==> src/rtl/wb_dm_cache.sv <==
// Direct-mapped, write-back, write-allocate cache between a CPU port and a RAM port.
// One word per line.
// Ports:
//   clk, clr              - clock, synchronous active-high reset
//   cpu_req/rw/addr/wdata - request strobe (taken only when not busy), direction, address, write data
//   cpu_rdata, cpu_ack    - read data and one-cycle completion pulse
//   cpu_busy              - high while a miss is being serviced
//   ram_req/rw/addr/wdata - level RAM request held until ram_ack (rw: 0 = fill, 1 = write-back)
//   ram_rdata, ram_ack    - fill data and RAM completion
//   hit_count, miss_count - saturating statistics counters
module wb_dm_cache #(
  parameter int unsigned DATA_W  = 8,
  parameter int unsigned ADDR_W  = 8,
  parameter int unsigned INDEX_W = 4,
  parameter int unsigned CNT_W   = 16
) (
  input  logic              clk,
  input  logic              clr,
  input  logic              cpu_req,
  input  logic              cpu_rw,
  input  logic [ADDR_W-1:0] cpu_addr,
  input  logic [DATA_W-1:0] cpu_wdata,
  output logic [DATA_W-1:0] cpu_rdata,
  output logic              cpu_ack,
  output logic              cpu_busy,
  output logic              ram_req,
  output logic              ram_rw,
  output logic [ADDR_W-1:0] ram_addr,
  output logic [DATA_W-1:0] ram_wdata,
  input  logic [DATA_W-1:0] ram_rdata,
  input  logic              ram_ack,
  output logic [CNT_W-1:0]  hit_count,
  output logic [CNT_W-1:0]  miss_count
);
  localparam int unsigned TAG_W = ADDR_W - INDEX_W;
  localparam int unsigned LINES = 1 << INDEX_W;

  typedef enum logic [1:0] {IDLE, WB, GAP, FILL} state_t;
  state_t state, state_d;

  logic              valid    [LINES];
  logic              dirty    [LINES];
  logic [TAG_W-1:0]  tag_mem  [LINES];
  logic [DATA_W-1:0] data_mem [LINES];

  logic [ADDR_W-1:0] req_addr;
  logic              req_rw;
  logic [DATA_W-1:0] req_wdata;

  logic [INDEX_W-1:0] idx, lidx;
  logic [TAG_W-1:0]   tg, ltag;
  logic               hit;

  assign idx  = cpu_addr[INDEX_W-1:0];
  assign tg   = cpu_addr[ADDR_W-1:INDEX_W];
  assign lidx = req_addr[INDEX_W-1:0];
  assign ltag = req_addr[ADDR_W-1:INDEX_W];
  assign hit  = valid[idx] && (tag_mem[idx] == tg);

  // next-state / control
  logic              ack_d, ram_req_d, ram_rw_d, hit_inc, miss_inc, latch, clean_en;
  logic [DATA_W-1:0] rdata_d, ram_wdata_d;
  logic [ADDR_W-1:0] ram_addr_d;
  logic              wr_en, wr_dirty;
  logic [INDEX_W-1:0] wr_idx;
  logic [TAG_W-1:0]  wr_tag;
  logic [DATA_W-1:0] wr_data;

  // next-state and line-update decisions
  always_comb begin
    state_d     = state;
    ack_d       = 1'b0;
    rdata_d     = cpu_rdata;
    ram_req_d   = ram_req;
    ram_rw_d    = ram_rw;
    ram_addr_d  = ram_addr;
    ram_wdata_d = ram_wdata;
    hit_inc     = 1'b0;
    miss_inc    = 1'b0;
    latch       = 1'b0;
    clean_en    = 1'b0;
    wr_en       = 1'b0;
    wr_dirty    = 1'b0;
    wr_idx      = '0;
    wr_tag      = '0;
    wr_data     = '0;
    unique case (state)
      IDLE: if (cpu_req) begin
        latch = 1'b1;
        if (hit) begin
          hit_inc = 1'b1;
          ack_d   = 1'b1;
          if (cpu_rw) begin
            wr_en = 1'b1; wr_dirty = 1'b1; wr_idx = idx; wr_tag = tg; wr_data = cpu_wdata;
          end else begin
            rdata_d = data_mem[idx];
          end
        end else begin
          miss_inc = 1'b1;
          if (valid[idx] && dirty[idx]) begin
            state_d     = WB;
            ram_req_d   = 1'b1;
            ram_rw_d    = 1'b1;
            ram_addr_d  = {tag_mem[idx], idx};
            ram_wdata_d = data_mem[idx];
          end else if (cpu_rw) begin
            // write-allocate without fetching: the whole word is overwritten
            wr_en = 1'b1; wr_dirty = 1'b1; wr_idx = idx; wr_tag = tg; wr_data = cpu_wdata;
            ack_d = 1'b1;
          end else begin
            state_d    = FILL;
            ram_req_d  = 1'b1;
            ram_rw_d   = 1'b0;
            ram_addr_d = cpu_addr;
          end
        end
      end
      WB: if (ram_ack) begin
        ram_req_d = 1'b0;
        clean_en  = 1'b1;
        if (req_rw) begin
          wr_en = 1'b1; wr_dirty = 1'b1; wr_idx = lidx; wr_tag = ltag; wr_data = req_wdata;
          ack_d   = 1'b1;
          state_d = IDLE;
        end else begin
          state_d = GAP;
        end
      end
      // one idle cycle on the RAM port between write-back and fill
      GAP: begin
        state_d    = FILL;
        ram_req_d  = 1'b1;
        ram_rw_d   = 1'b0;
        ram_addr_d = req_addr;
      end
      FILL: if (ram_ack) begin
        wr_en = 1'b1; wr_dirty = 1'b0; wr_idx = lidx; wr_tag = ltag; wr_data = ram_rdata;
        rdata_d   = ram_rdata;
        ack_d     = 1'b1;
        ram_req_d = 1'b0;
        state_d   = IDLE;
      end
      default: state_d = IDLE;
    endcase
  end

  // state register
  always_ff @(posedge clk) begin
    if (clr) state <= IDLE;
    else     state <= state_d;
  end

  // registered outputs, request latch and counters
  always_ff @(posedge clk) begin
    if (clr) begin
      cpu_ack    <= 1'b0;
      cpu_busy   <= 1'b0;
      cpu_rdata  <= '0;
      ram_req    <= 1'b0;
      ram_rw     <= 1'b0;
      ram_addr   <= '0;
      ram_wdata  <= '0;
      hit_count  <= '0;
      miss_count <= '0;
      req_addr   <= '0;
      req_rw     <= 1'b0;
      req_wdata  <= '0;
    end else begin
      cpu_ack   <= ack_d;
      cpu_busy  <= (state_d != IDLE);
      cpu_rdata <= rdata_d;
      ram_req   <= ram_req_d;
      ram_rw    <= ram_rw_d;
      ram_addr  <= ram_addr_d;
      ram_wdata <= ram_wdata_d;
      if (hit_inc && (hit_count != '1))   hit_count  <= hit_count + CNT_W'(1);
      if (miss_inc && (miss_count != '1)) miss_count <= miss_count + CNT_W'(1);
      if (latch) begin
        req_addr  <= cpu_addr;
        req_rw    <= cpu_rw;
        req_wdata <= cpu_wdata;
      end
    end
  end

  // line state; reset discards all contents including dirty data
  always_ff @(posedge clk) begin
    if (clr) begin
      for (int unsigned i = 0; i < LINES; i++) begin
        valid[i] <= 1'b0;
        dirty[i] <= 1'b0;
      end
    end else if (wr_en) begin
      valid[wr_idx] <= 1'b1;
      dirty[wr_idx] <= wr_dirty;
    end else if (clean_en) begin
      dirty[lidx] <= 1'b0;
    end
  end

  // line payload
  always_ff @(posedge clk) begin
    if (wr_en && !clr) begin
      tag_mem[wr_idx]  <= wr_tag;
      data_mem[wr_idx] <= wr_data;
    end
  end
endmodule

==> config.mk <==
export PLATFORM = sky130hd
export DESIGN_NAME = wb_dm_cache
export DESIGN_NICKNAME = d
export VERILOG_FILES = /design/src/rtl/wb_dm_cache.sv
export SDC_FILE = /design/constraint.sdc
export NUM_CORES = 1
export LEC_CHECK = 0
export CORE_MARGIN = 1
export CORE_UTILIZATION = 45
export DETAILED_ROUTE_END_ITERATION = 6
export PLACE_DENSITY = 0.61
export SLEW_MARGIN = 20
export SYNTH_ARGS = -nofsm -noshare
export SYNTH_HDL_FRONTEND = slang
export SYNTH_SLANG_ARGS = --single-unit
==> constraint.sdc <==
create_clock -name clk -period 7.7 [get_ports clk]
set_input_delay 0.77 -clock clk [delete_from_list [all_inputs] [get_ports clk]]
set_output_delay 0.77 -clock clk [all_outputs]
set_load 0.01 [all_outputs]
==> results.ini, run 1 <==
[status]
status=finished, final reports clean

[layout]
layout_common_cells=edfxtp_1 (208), dfxtp_1 (95), clkdlybuf4s50_1 (83), nor2_1 (78), nand2_1 (75)
nNetsFinal=1047
diodes=0
layout_commonest_cell=edfxtp_1
syn_to_final_growth_pct=17.9
drive_above_1_share_pct=16.0

[detailed_routing]
ant_nets=0
wire_per_inst_um=23.2
route.vias.total=8374
wirelength_um=32900
vias_per_cell=5.90
first_iter_violations=780
drtPass1Iterations=5
drc=0

[yosys]
syn_nets=971
netlist_instances=940
netlist_area_sq_um=13000
synth.distinct_cells=75
synth_warnings=0
ys_seq_elements=303
synth_seq_area_share_pct=62.7
syn_area_per_cell_sq_um=13.8
ys.flop_type=edfxtp_1
synth_edf_count=208
synthArstFlopShare_pct=0

[floorplanning]
die_w_um=172
top_level_ports=89
core_sq_um=28100
dieArea_sq_um=29500
die_h_um=172
core.rowCount=61
start_util_pct=46.2

[placed_design]
finalWeightedCongestion=0.887
dp_hpwl_um=22100
port_buffers=88

[clock_tree]
cts_sinks=303
cts_resized=0
cts.htree.levels=2
clock_latency_ps=520
cts_setup_buffers=0
root_buffer=clkbuf_16
cts_hold_buf=0
numCtsBuffers=34
clock_path_buffers=3
cts_tree=yes
clk_pin_slew_ps=60

[timing]
slew_headroom_pct=22.3
skew_ps=20.8
worst_pin_slew_ps=1160
slew_violations=0
fin_tns_setup_ps=0
hold_viol=0
fmax_ghz=0.194
fin_crit_sh_pct=66.8
fin_crit_ps=5140
setup_viol=0
rsz0062_at_grt=false

[global_routing]
track_usage_pct=22.8
grt_max_degree=82
antenna_found_initial=1
grt_pass1_vias=8008
globalRouteOverflowTotal=0
grt_pass1_wl_um=49500

[run]
maxCapViolCount=0

[pwr]
peakVddDrop_v=0.000204
power_uw=3710
power_density_nw_per_um2=242
power_leakage_uw=0.00499

[min_path]
min_path_type=flip-flop to flip-flop

[setup_path]
critPathLaunchType=input port
path_cells=buf_2 > buf_4 > mux4_1 > a22oi_1 > a21oi_1 > nor4_4 > a31oi_4 > nor2_4 > a32oi_1 > nor2_1
cp-end-kind=flip-flop
path_buf_inv=2
path_delay_family=simple AND/OR/NAND/NOR gates
required_ps=7830
cp.arrival_ps=5280
crit_fanout=32
max_stage_delay_ps=920
path_class=input port to flip-flop
slowest_stage=nor2_1

==> synth_stat cells, types with 12 or more instances <==
cell	instances	share of area [%]
mux2i_1	26	2.0
inv_1	23	0.66
dfxtp_1	95	15
clkbuf_1	37	1.1
o2bb2ai_1	12	0.81
nor3_1	17	0.66
mux4_2	60	10
o21ai_0	18	0.69
a21oi_1	42	1.6
o21ai_1	14	0.54
edfxtp_1	208	48
nand3_1	26	1.0
nand2_1	75	2.2
nor2_1	83	2.4
==> registers in the layout, indices dropped and copies added (netlist names) <==
register    cells
cpu_ack         1
req_wdata       8
cpu_busy        1
state           2
miss_count     16
dirty          16
ram_req         1
tag_mem        64
ram_addr        8
ram_wdata       8
ram_rw          1
cpu_rdata       8
req_addr        8
hit_count      16
data_mem      128
req_rw          1
valid          16
==> layout make-up <==
| type | count | area, sq um |
|---|---|---|
| multi-input combinational | 552 | 4520 |
| clock buffer | 40 | 895 |
| sequential | 303 | 8150 |
| inverter | 23 | 86.3 |
| tap | 378 | 473 |
| timing repair buffer | 102 | 967 |
| clock inverter | 22 | 219 |
| fill | 2356 | 12800 |
==> per-stage QoR <==
stage | setup WS [ps] | instance area, sq um | cells | utilization [%] | hold slack (ps)
2_1_floorplan | 3400 | 13000 | 940 | - | 427
3_3_place_gp | 2130 | 14200 | 1358 | 50.5 | 441
3_5_place_dp | 1940 | 14200 | 1358 | 50.5 | 448
4_1_cts | 2480 | 15300 | 1420 | 54.4 | 459
5_1_grt | 2180 | 15300 | 1420 | 54.5 | 479
6_report | 2560 | 15300 | 1420 | 54.5 | 455
==> worst paths after layout <==
kind         slack (ps)        endpoint          from  cells after the start
min reg2reg         460    req_wdata[1]  req_wdata[1]                      2
min                 460    req_wdata[1]  req_wdata[1]                      2
max reg2reg        3100  data_mem[8][2]      state[0]                      9
max                2560  data_mem[8][2]   cpu_addr[2]                     10
==> power breakdown <==
group | switching (uW) | internal (uW)
Sequential | 25.0 | 1770
Combinational | 182 | 112
Clock | 671 | 944
==> worst min-delay path, delay by kind of cell (launching register included) <==
| kind | cells | cell delay, ps |
|---|---|---|
| DFF | 1 | 310 |
| and+or+nand+nor | 1 | 50 |
| AOI/OAI and AO/OA | 1 | 50 |
==> routing by layer <==
| metal | routed length [um] | vias up | GRT usage (%) | part of all wire [%] |
|---|---|---|---|---|
| li1 | - | 3805 | - | - |
| met1 | 14800 | 4191 | 32.6 | 45 |
| met2 | 14900 | 315 | 34.9 | 45 |
| met3 | 2450 | 63 | 4.69 | 7.5 |
| met4 | 804 | 0 | 6.93 | 2.4 |
| met5 | 0 | - | 0 | 0 |
==> kinds of logic (layout without fill, tap and decap cells) <==
| family | after synthesis | in the layout | share of synthesized area [%] |
|---|---|---|---|
| buffers and inverters | 85 | 187 | 2.78 |
| and+or+nand+nor | 274 | 274 | 10.3 |
| AOI/OAI and AO/OA | 165 | 165 | 9.39 |
| xor gates and xnor gates | 17 | 17 | 1.20 |
| muxes | 94 | 94 | 13.4 |
| DFF | 303 | 303 | 62.7 |
| adders and majority gates | 2 | 2 | 0.193 |
(Power assumes the default switching activity.)
==> run 2: changes to the inputs <==
PLACE_DENSITY = 0.63   (was 0.61)
clock period = 4.59 ns   (was 7.7 ns; I/O delays follow)
==> results.ini, run 2 (synthesized netlist as in run 1, its figures left out) <==
[timing]
fin_crit_ps=3610
slew_headroom_pct=47.7
skew_ps=7.79
fmax_ghz=0.277
finalWorstSetupSlack_ps=984
rsz0062_at_grt=false
fin_crit_sh_pct=78.6
hold_viol=0
slew_violations=0
worst_pin_slew_ps=784
fin_tns_setup_ps=0
setup_viol=0

[detailed_routing]
wirelength_um=31800
ant_nets=0
drc=0
drtPass1Iterations=4
route.vias.total=8368
vias_per_cell=5.79
wire_per_inst_um=22.0
first_iter_violations=761

[setup_path]
required_ps=4850
reg2reg_to=tag_mem[7][1]
setup.worst_path.end=tag_mem[7][1]
r2r_cells=9
crit_start=cpu_addr[3]
path_class=input port to flip-flop
critPathLaunchType=input port
cp-end-kind=flip-flop
r2r-start=tag_mem[4][0]
cp.arrival_ps=3860
crit_fanout=25
worst-r2r-setup-slack_ps=1010

[pwr]
clockPowerShare_pct=40.9
comb_power_share_pct=8.3
power_leakage_uw=0.00506
p_switching_uw=1360
peakVddDrop_v=0.000312
p_sw_share_pct=22.9
power_density_nw_per_um2=385
power.share.sequential_pct=50.7
p_int_uw=4560

[floorplanning]
die_w_um=172
die_h_um=172
top_level_ports=89
core.rowCount=61
dieArea_sq_um=29500
core_sq_um=28100
start_util_pct=46.2

[status]
status=finished, final reports clean

[global_routing]
grt_pass1_vias=7991
antenna_found_initial=0
grt_max_degree=59
globalRouteOverflowTotal=0
grt_pass1_wl_um=48200
track_usage_pct=21.8

[clock_tree]
clk_pin_slew_ps=60
cts_tree=yes
cts_resized=0
cts_sinks=303
numCtsBuffers=31
cts_setup_buffers=0
cts_hold_buf=0
root_buffer=clkbuf_16
cts.htree.levels=1
clock_path_buffers=3
clock_latency_ps=560

[placed_design]
port_buffers=88
finalWeightedCongestion=0.825
dp_hpwl_um=21100
dp.cells=1388
post_dp_cell_area_sq_um=14400
dp_slack_ps=416

[layout]
top_register=data_mem
layout_common_cells=edfxtp_1 (208), dfxtp_1 (95), nor2_1 (83), clkdlybuf4s50_1 (83), nand2_1 (75)
nNetsFinal=1074
top_regs=data_mem: 128 flops, tag_mem: 64 flops
diodes=0
utilization_pct=54.7
syn_to_final_growth_pct=18.4
largest_reg_flops=128
final_cells=1445
nFillCells=2370
final_area_sq_um=15400
drive_above_1_share_pct=16.9
layout_commonest_cell=edfxtp_1

[min_path]
min_path_type=input port to flip-flop

[run]
maxCapViolCount=0

## run 2: cell types whose count changed in the layout (fill, tap and decap cells not counted), sizes merged
cell	before	now
clkinv	14	13
buf	19	49
clkbuf	40	37
inv	25	24
## run 2: area by class of cell
class	count	area (sq um)	area share [%]
Clock buffer	37	798	5.19
Clock inverter	20	175	1.14
Inverter	23	86.3	0.562
Multi-Input combinational cell	552	4500	29.3
Sequential cell	303	8150	53.0
Tap cell	378	473	3.08
Timing Repair Buffer	132	1190	7.73
## run 2: per-layer routing
layer	track usage, %	wire length (um)
met1	31.0	14200
met2	34.8	14800
met3	3.82	2150
met4	5.62	646
met5	0	0
## run 2: power by group through the flow
stage	combinational (uW)	clock, uW	sequential (uW)
global placement	486	0	3060
global route	532	2570	3010
floorplan	315	0	3050
finish	494	2420	3000
detailed placement	492	0	3060
CTS	494	2470	3000
## run 2: critical path, stage by stage
cell and delay, ps:
buf_2 560, mux4_2 420, a22oi_2 270, a21oi_1 150, nor4_4 510, a31oi_4 310
a2bb2oi_1 220, or3_1 550, nor2_1 150, buf_4 230
## run 2: stage by stage
step,total power [uW],hold WS (ps)
2_1_floorplan,3370,427
3_3_place_gp,3550,440
3_5_place_dp,3550,446
4_1_cts,5970,334
5_1_grt,6110,371
6_report,5920,359
## run 2: how the worst min path moves through the flow
stage | from | end | slack (ps) | cells after the start
after floorplan | valid[4] | valid[4] | 430 | 1
after global placement | valid[2] | valid[2] | 440 | 1
after CTS | clr | hit_count[10] | 330 | 2
final | clr | hit_count[10] | 360 | 2
after detailed placement | valid[8] | valid[8] | 450 | 1
after global routing | clr | hit_count[10] | 370 | 2
